==> src/rtl/mem_access_unit.sv <==
// Load/store unit between the EX/MEM register and the data bus: alignment and width checks,
// byte-lane steering, a single outstanding bus request with timeout, and load extension.
module mem_access_unit #(
  parameter int unsigned TIMEOUT = 16
) (
  input  logic        clk,
  input  logic        rst,
  input  logic [2:0]  mem_data_width,
  input  logic [31:0] mem_addr,
  input  logic        mem_we,
  input  logic        mem_re,
  input  logic [31:0] mem_wdata,
  input  logic        flush,
  output logic        dbus_req,
  output logic        dbus_we,
  output logic [31:0] dbus_addr,
  output logic [3:0]  dbus_be,
  output logic [31:0] dbus_wdata,
  input  logic        dbus_ack,
  input  logic [31:0] dbus_rdata,
  output logic        mem_stall,
  output logic [31:0] load_data,
  output logic        load_valid,
  output logic        access_fault,
  output logic        bus_err,
  output logic [31:0] fault_addr
);

  localparam int unsigned CntW = $clog2(TIMEOUT + 1);

  typedef enum logic [1:0] {StIdle, StWait, StDone} state_e;

  state_e          state;
  logic [CntW-1:0] cnt;
  logic [31:0]     addr_q;
  logic [2:0]      width_q;

  logic        legal, aligned, access, start;
  logic [3:0]  be_next;
  logic [31:0] wdata_next;
  logic [7:0]  lane_b;
  logic [15:0] lane_h;
  logic [31:0] ext_data;

  always_comb begin
    legal = 1'b0;
    case (mem_data_width)
      3'b000, 3'b001, 3'b010, 3'b100, 3'b101: legal = 1'b1;
      default:                                legal = 1'b0;
    endcase
    aligned = 1'b1;
    case (mem_data_width[1:0])
      2'b01:   aligned = ~mem_addr[0];
      2'b10:   aligned = (mem_addr[1:0] == 2'b00);
      default: aligned = 1'b1;
    endcase
  end

  // Rst gates the combinational outputs so an abort takes effect in the same cycle.
  assign access       = (mem_re | mem_we) & ~flush & ~rst & (state == StIdle);
  assign start        = access & legal & aligned;
  assign access_fault = access & ~(legal & aligned);
  assign mem_stall    = start | ((state == StWait) & ~rst);
  assign fault_addr   = access_fault ? mem_addr : (bus_err ? addr_q : 32'h0);

  always_comb begin
    be_next    = 4'b1111;
    wdata_next = mem_wdata;
    case (mem_data_width[1:0])
      2'b00: begin
        be_next    = 4'b0001 << mem_addr[1:0];
        wdata_next = {4{mem_wdata[7:0]}};
      end
      2'b01: begin
        be_next    = mem_addr[1] ? 4'b1100 : 4'b0011;
        wdata_next = {2{mem_wdata[15:0]}};
      end
      default: begin
        be_next    = 4'b1111;
        wdata_next = mem_wdata;
      end
    endcase
  end

  always_comb begin
    lane_b   = dbus_rdata[{addr_q[1:0], 3'b000} +: 8];
    lane_h   = dbus_rdata[{addr_q[1], 4'b0000} +: 16];
    ext_data = dbus_rdata;
    case (width_q)
      3'b000:  ext_data = {{24{lane_b[7]}}, lane_b};
      3'b100:  ext_data = {24'h0, lane_b};
      3'b001:  ext_data = {{16{lane_h[15]}}, lane_h};
      3'b101:  ext_data = {16'h0, lane_h};
      default: ext_data = dbus_rdata;
    endcase
  end

  always_ff @(posedge clk) begin
    if (rst) begin
      state      <= StIdle;
      cnt        <= '0;
      addr_q     <= 32'h0;
      width_q    <= 3'b000;
      dbus_req   <= 1'b0;
      dbus_we    <= 1'b0;
      dbus_addr  <= 32'h0;
      dbus_be    <= 4'b0000;
      dbus_wdata <= 32'h0;
      load_data  <= 32'h0;
      load_valid <= 1'b0;
      bus_err    <= 1'b0;
    end else begin
      unique case (state)
        StIdle: begin
          if (start) begin
            state      <= StWait;
            cnt        <= '0;
            addr_q     <= mem_addr;
            width_q    <= mem_data_width;
            dbus_req   <= 1'b1;
            dbus_we    <= mem_we;
            dbus_addr  <= {mem_addr[31:2], 2'b00};
            dbus_be    <= be_next;
            dbus_wdata <= wdata_next;
          end
        end
        StWait: begin
          cnt <= cnt + 1'b1;
          if (dbus_ack) begin
            state      <= StDone;
            dbus_req   <= 1'b0;
            load_valid <= ~dbus_we;
            if (!dbus_we) load_data <= ext_data;
          end else if (cnt == CntW'(TIMEOUT - 1)) begin
            state    <= StDone;
            dbus_req <= 1'b0;
            bus_err  <= 1'b1;
          end
        end
        StDone: begin
          state      <= StIdle;
          load_valid <= 1'b0;
          bus_err    <= 1'b0;
        end
        default: state <= StIdle;
      endcase
    end
  end

endmodule

==> config.mk <==
export PLATFORM = sky130hd
export DESIGN_NAME = mem_access_unit
export DESIGN_NICKNAME = d
export VERILOG_FILES = /design/src/rtl/mem_access_unit.sv
export SDC_FILE = /design/constraint.sdc
export NUM_CORES = 1
export LEC_CHECK = 0
export CORE_MARGIN = 5
export CORE_UTILIZATION = 50
export DETAILED_ROUTE_END_ITERATION = 7
export DONT_BUFFER_PORTS = 1
export GPL_TIMING_DRIVEN = 1
export PLACE_DENSITY = 0.73
export SYNTH_ARGS = -nofsm -noshare
export SYNTH_HDL_FRONTEND = slang
export SYNTH_SLANG_ARGS = --single-unit
==> constraint.sdc <==
create_clock -name clk -period 2.4 [get_ports clk]
set_input_delay 0.36 -clock clk [delete_from_list [all_inputs] [get_ports clk]]
set_output_delay 0.36 -clock clk [all_outputs]
set_load 0.01 [all_outputs]
* Word level (Yosys, flattened, before mapping)
Cells that the tools add are included.
** Storage, ports and cells
- Bits in registers :: 144
- Input bits :: 105
- Logic and storage cells :: 86
** Cells by class
- Add/sub/neg operators :: 1
- Eq/ne operators :: 17
- Shifts and indexed selects :: 3
- Mux-type cells :: 23
- Bitwise logic cells :: 15
- Reductions and logical operators :: 15
** Operators by type and width (count)
- $pmux W32 S4 :: 1
- $mux W32 :: 2
- $pmux W32 S2 :: 1
- $shiftx A32 B6 Y16 :: 1
- $shiftx A32 B6 Y8 :: 1
- $eq A3 B3 Y1 const B :: 4
- $pmux W5 S2 :: 1
- $reduce_and A3 Y1 :: 3
- $and A1 B1 Y1 :: 8
- $pmux W1 S2 :: 4
- $pmux W4 S2 :: 1
- $reduce_and A2 Y1 :: 4
- $mux W1 :: 7
- $eq A3 B1 Y1 const B :: 2
- $logic_not A2 Y1 :: 3
- $logic_not A3 Y1 :: 2
- $mux W2 :: 3
- $ne A2 B2 Y1 const B :: 3
- $add A5 B1 Y5 const B :: 1
- $eq A5 B4 Y1 const B :: 1
- $mux W5 :: 1
- $not A1 Y1 :: 5
- $reduce_or A5 Y1 :: 1
- $eq A2 B1 Y1 const B :: 2
- other kinds (9) :: 12

* Depth between registers and ports, before layout
- Depth after elaboration :: 8
- Mapped depth :: 11

* Worst setup path before layout
No wires, ideal clock.
- Path type :: input port to output port
- Start point :: input mem_data_width[1]
- End point :: output fault_addr[22]
- Arrival time :: 2.238 ns
- Path slack :: -0.198 ns
- Stages on the path :: 10
- Path buffers :: 4
- Path through :: clkbuf_1 inv_1 ha_1 buf_2 a221o_1 a21boi_1 buf_2 buf_2 nand2_1 o21ai_0
** On the way
- Cells in the longest elaborated chain, start to end :: 7
** Ends and longest elaborated chain
- start: declaration :: RTL line 8 : input logic [2:0] mem_data_width,
- $eq A3 B1 Y1, or another cell as far along :: RTL line 47 : case (mem_data_width)
- $reduce_or A5 Y1 :: RTL line 47
- $mux W1 :: RTL line 47
- $and A1 B1 Y1 * :: RTL line 62 : assign access_fault = access & ~(legal & aligned);
- $not A1 Y1 * :: RTL line 62
- $and A1 B1 Y1 * :: RTL line 62
- named net access_fault :: RTL line 24 : output logic access_fault,
- $mux W32 * :: RTL line 64 : assign fault_addr = access_fault ? mem_addr : (bus_err ? addr_q : 32'h0);
- end: declaration :: RTL line 26 : output logic [31:0] fault_addr
Mark *: on every way through the listed nets, which the timed path passes. The rest lies on a longest branch.

* Final worst setup path
- Start point :: register state[1]
- End point :: output fault_addr[22]
** On the way
- Cells in the longest elaborated chain, start to end :: 4
** Ends and longest elaborated chain
- start: declaration :: RTL line 33 : state_e state;
- start signal: assignment :: RTL line 100 : state <= StIdle;
- start signal: assignment :: RTL line 116 : state <= StWait;
- start signal: assignment :: RTL line 130 : state <= StDone;
- $logic_not A2 Y1 :: RTL line 60 : assign access = (mem_re | mem_we) & ~flush & ~rst & (state == StIdle);
- $and A1 B1 Y1 :: RTL line 60
- $and A1 B1 Y1 :: RTL line 62
- $mux W32 :: RTL line 64
Every way passes these cells.

==> flow_metrics.tcl <==
set metrics [dict create \
    antenna_found_initial 0 \
    slowest_stage "dfxtp_2" \
    rsz0062_at_grt "true" \
    critical_path.top_delay_family "buffers and inverters" \
    p_sw_frac 0.296 \
    hpwl_mm 11.3 \
    startpoint_type "flip-flop" \
    path_max_fanout 7 \
    ys.flop_type "dfxtp_1" \
    p_sw_uw 1860 \
    synth-compound-area-share 0.246 \
    synth-xor-area-share 0 \
    finalCriticalPeriod_ns 2.42 \
    placementRows 39 \
    cp-end-kind "output port" \
    clk_pin_slew_ns 0.05 \
    crit_chain "inv_2, ha_4, inv_4, nor4_4, a21boi_4, buf_12, buf_8, clkbuf_16, o21ai_1" \
    fin_crit_sh 1.01 \
    num_vias 5208 \
    synth.yosys.seq_area_share 0.399 \
    synthSimpleGateAreaFrac 0.201 \
    grt_pass1_wl_mm 24.6 \
    peakVddDrop_mv 0.566 \
    hold_violations 0 \
    synthAdderAreaFrac 0.0219 \
    synthTopCellsByCount "nand2_1 (210), dfxtp_1 (114), a21oi_1 (95), o21ai_0 (63), clkbuf_1 (39)" \
    grt-ovfl-total 0 \
    ant_nets 0 \
    finalWorstSetupSlack_ns -0.0212 \
    finish.instance_area_um2 6620 \
    synth_edf_count 0 \
    worstPathRequired_ns 2.04 \
    placed_area_um2 5620 \
    clock_path_buffers 2 \
    setup_viol_count_final 23 \
    hp-class "input port to flip-flop" \
    synth_area_leaders "dfxtp_1 (40%), nand2_1 (14%), a21oi_1 (8.3%)" \
    numPlacedInstances 826 \
    final_nets 834 \
    p_seq_frac 0.368 \
    max_stage_delay_ns 0.33 \
    finalWeightedCongestion 0.828 \
    root_buffer "clkbuf_16" \
    synthArstFlopShare 0 \
    die_x_um 117 \
    synth.most_common_cell "nand2_1" \
    combPwrFrac 0.209 \
    postLayoutCoreUtil 0.585 \
    synth_top_area_frac 0.399 \
    crit_type "flip-flop to output port" \
    syn-instance-count 754 \
    status "finished with violations" \
    via_per_inst 5.95 \
    firstDrtPassIters 5 \
    synth_seq_cells 114 \
    tightest_slew_ns 0.628 \
    report.final.slew_viol_count 0 \
    post_drt_wl_per_cell_um 19.0 \
    skew_ns 0.0199 \
    initial_core_util 0.505 \
    portBuffers 0 \
    synth.area.mux_share 0.0302 \
    yosysWarnings 0 \
    die_y_um 117 \
    yosysTopAreaCell "dfxtp_1" \
    antenna_cells 0 \
    power_density_nw_per_um2 951 \
    syn_area_um2 5720 \
    max_slew_margin 0.581 \
    grt_pass1_vias 4877 \
    violations "setup timing" \
    synth_cell_types 50 \
    core-area_um2 11300 \
    grt_start_max_net_pins 93 \
    drc 0 \
    crit_arrival_ns 2.06 \
    htree_levels 4 \
    routed_wirelength_mm 16.6 \
    maxCapViolations 0 \
    clock-sinks 114 \
    dieArea_um2 13700 \
    p_int_uw 4440 \
    max_freq_ghz 0.413 \
    cts_tree "built" \
    cts_buffers 17 \
    p_leak_uw 0.00227 \
    cp.buffers_inverters 5 \
    drive_above_1_share 0.167 \
    clock_power_share 0.423 \
    io_pins 243 \
    drtIter0Drc 349 \
    final_cells 875 \
    area_delta_synth_final_pct 15.8 \
    avgSynthCellArea_um2 7.59 \
    synth_top_family_by_area "compound AO/OA/AOI/OAI gates" \
    clkLatencyLatePin_ns 0.42 \
    grt_use_total 0.229 \
]
## power by group through the flow
stage | Clock, uW | Sequential, uW | Combinational [uW]
floorplan | 0 | 2280 | 884
global placement | 0 | 2350 | 1020
CTS | 2700 | 2320 | 1220
global route | 2810 | 2340 | 1450
finish | 2660 | 2320 | 1320
detailed placement | 0 | 2350 | 1070
## metal layers
metal / share of wire / global-route usage / up-vias
met5: 0 / 0 / -
met2: 0.49 / 0.371 / 266
met4: 0.029 / 0.110 / 0
met3: 0.11 / 0.100 / 34
met1: 0.37 / 0.258 / 2410
li1: - / - / 2498
## per-stage QoR
stage / TNS (ns) / hold WS (ns) / total power [uW] / setup slack, ns
after detailed placement: 0 / 0.437 / 3420 / 0.128
final: -0.258 / 0.0151 / 6300 / -0.0212
after global placement: 0 / 0.436 / 3360 / 0.223
after floorplan: -0.488 / 0.440 / 3160 / -0.0215
after global routing: -2.55 / 0.00252 / 6600 / -0.0961
after CTS: -3.19 / 0.00403 / 6250 / -0.120
## cell families (layout without fill, tap and decap cells)
family                     count (synthesis)  after routing
AOI/OAI and AO/OA                        231            231
adders and majority gates                 10             10
buffers and inverters                    109             86
DFF                                      114            114
muxes                                     15             15
other                                      1              2
and+or+nand+nor                          274            274
## layout by cell type, fill, tap and decap left out, types with 3 or more instances in the layout
cell type        n
a211oi_1        10
nand3_1          7
buf_12           5
o21ai_0         33
dlygate4sd3_1    3
inv_1           13
mux2i_1          6
a21oi_1         95
a211oi_2         5
a31oi_1          3
o32ai_1          5
clkinv_2         4
clkbuf_8         3
o21ai_1         11
o21ai_2         21
bufinv_16        4
buf_4           21
nor3_1           4
ha_1             9
nand2b_1         3
nand2_1        206
a221oi_1         4
dfxtp_1        112
nand3b_1         9
buf_6            4
nand2_2          3
nor2_1          25
clkbuf_16       19
mux2_2           8
a311oi_1         3
o221ai_1         3
o211ai_1        17
a221o_1          9
## worst paths after layout
check | start | to | slack [ns] | cells past startpoint
hold reg to reg | cnt[4] | cnt[4] | 0.47 | 2
hold / removal | rst | addr_q[7] | 0.02 | 1
setup reg to reg | state[1] | dbus_be[1] | 0.17 | 10
setup / recovery | state[1] | fault_addr[22] | -0.02 | 9
## layout make-up
| cell class | count | area (um2) |
|---|---|---|
| Inverter | 16 | 65.1 |
| Clock buffer | 22 | 474 |
| Tap cell | 143 | 179 |
| Clock inverter | 10 | 155 |
| Timing Repair Buffer | 38 | 453 |
| Sequential cell | 114 | 2280 |
| Fill cell | 1008 | 4700 |
| Multi-Input combinational cell | 532 | 3010 |
## state kept, by name, indices dropped and copies added (netlist names)
signal and flops:
cnt 5, addr_q 32, state 2, dbus_be 4
dbus_we 1, bus_err 1, load_data 32, dbus_req 1
width_q 3, load_valid 1, dbus_wdata 32
## worst register-to-register path: stages, from the launching register on
cell and delay, ns:
dfxtp_2 0.33, inv_2 0.09, ha_4 0.16, inv_4 0.04, nor4_4 0.24, buf_4 0.16, buf_4 0.12, and3_2 0.46
buf_12 0.26, nor2_1 0.06, a311oi_1 0.23
## timing repair
item	in CTS	in global routing
resized for setup	55	16
cloned	3	2
setup endpoints to repair	34	35
endpoints found under the hold margin	1	1
hold buffers	1	2
pin swaps	1	5
buffers inserted	6	4
(Power assumes the default switching activity.)
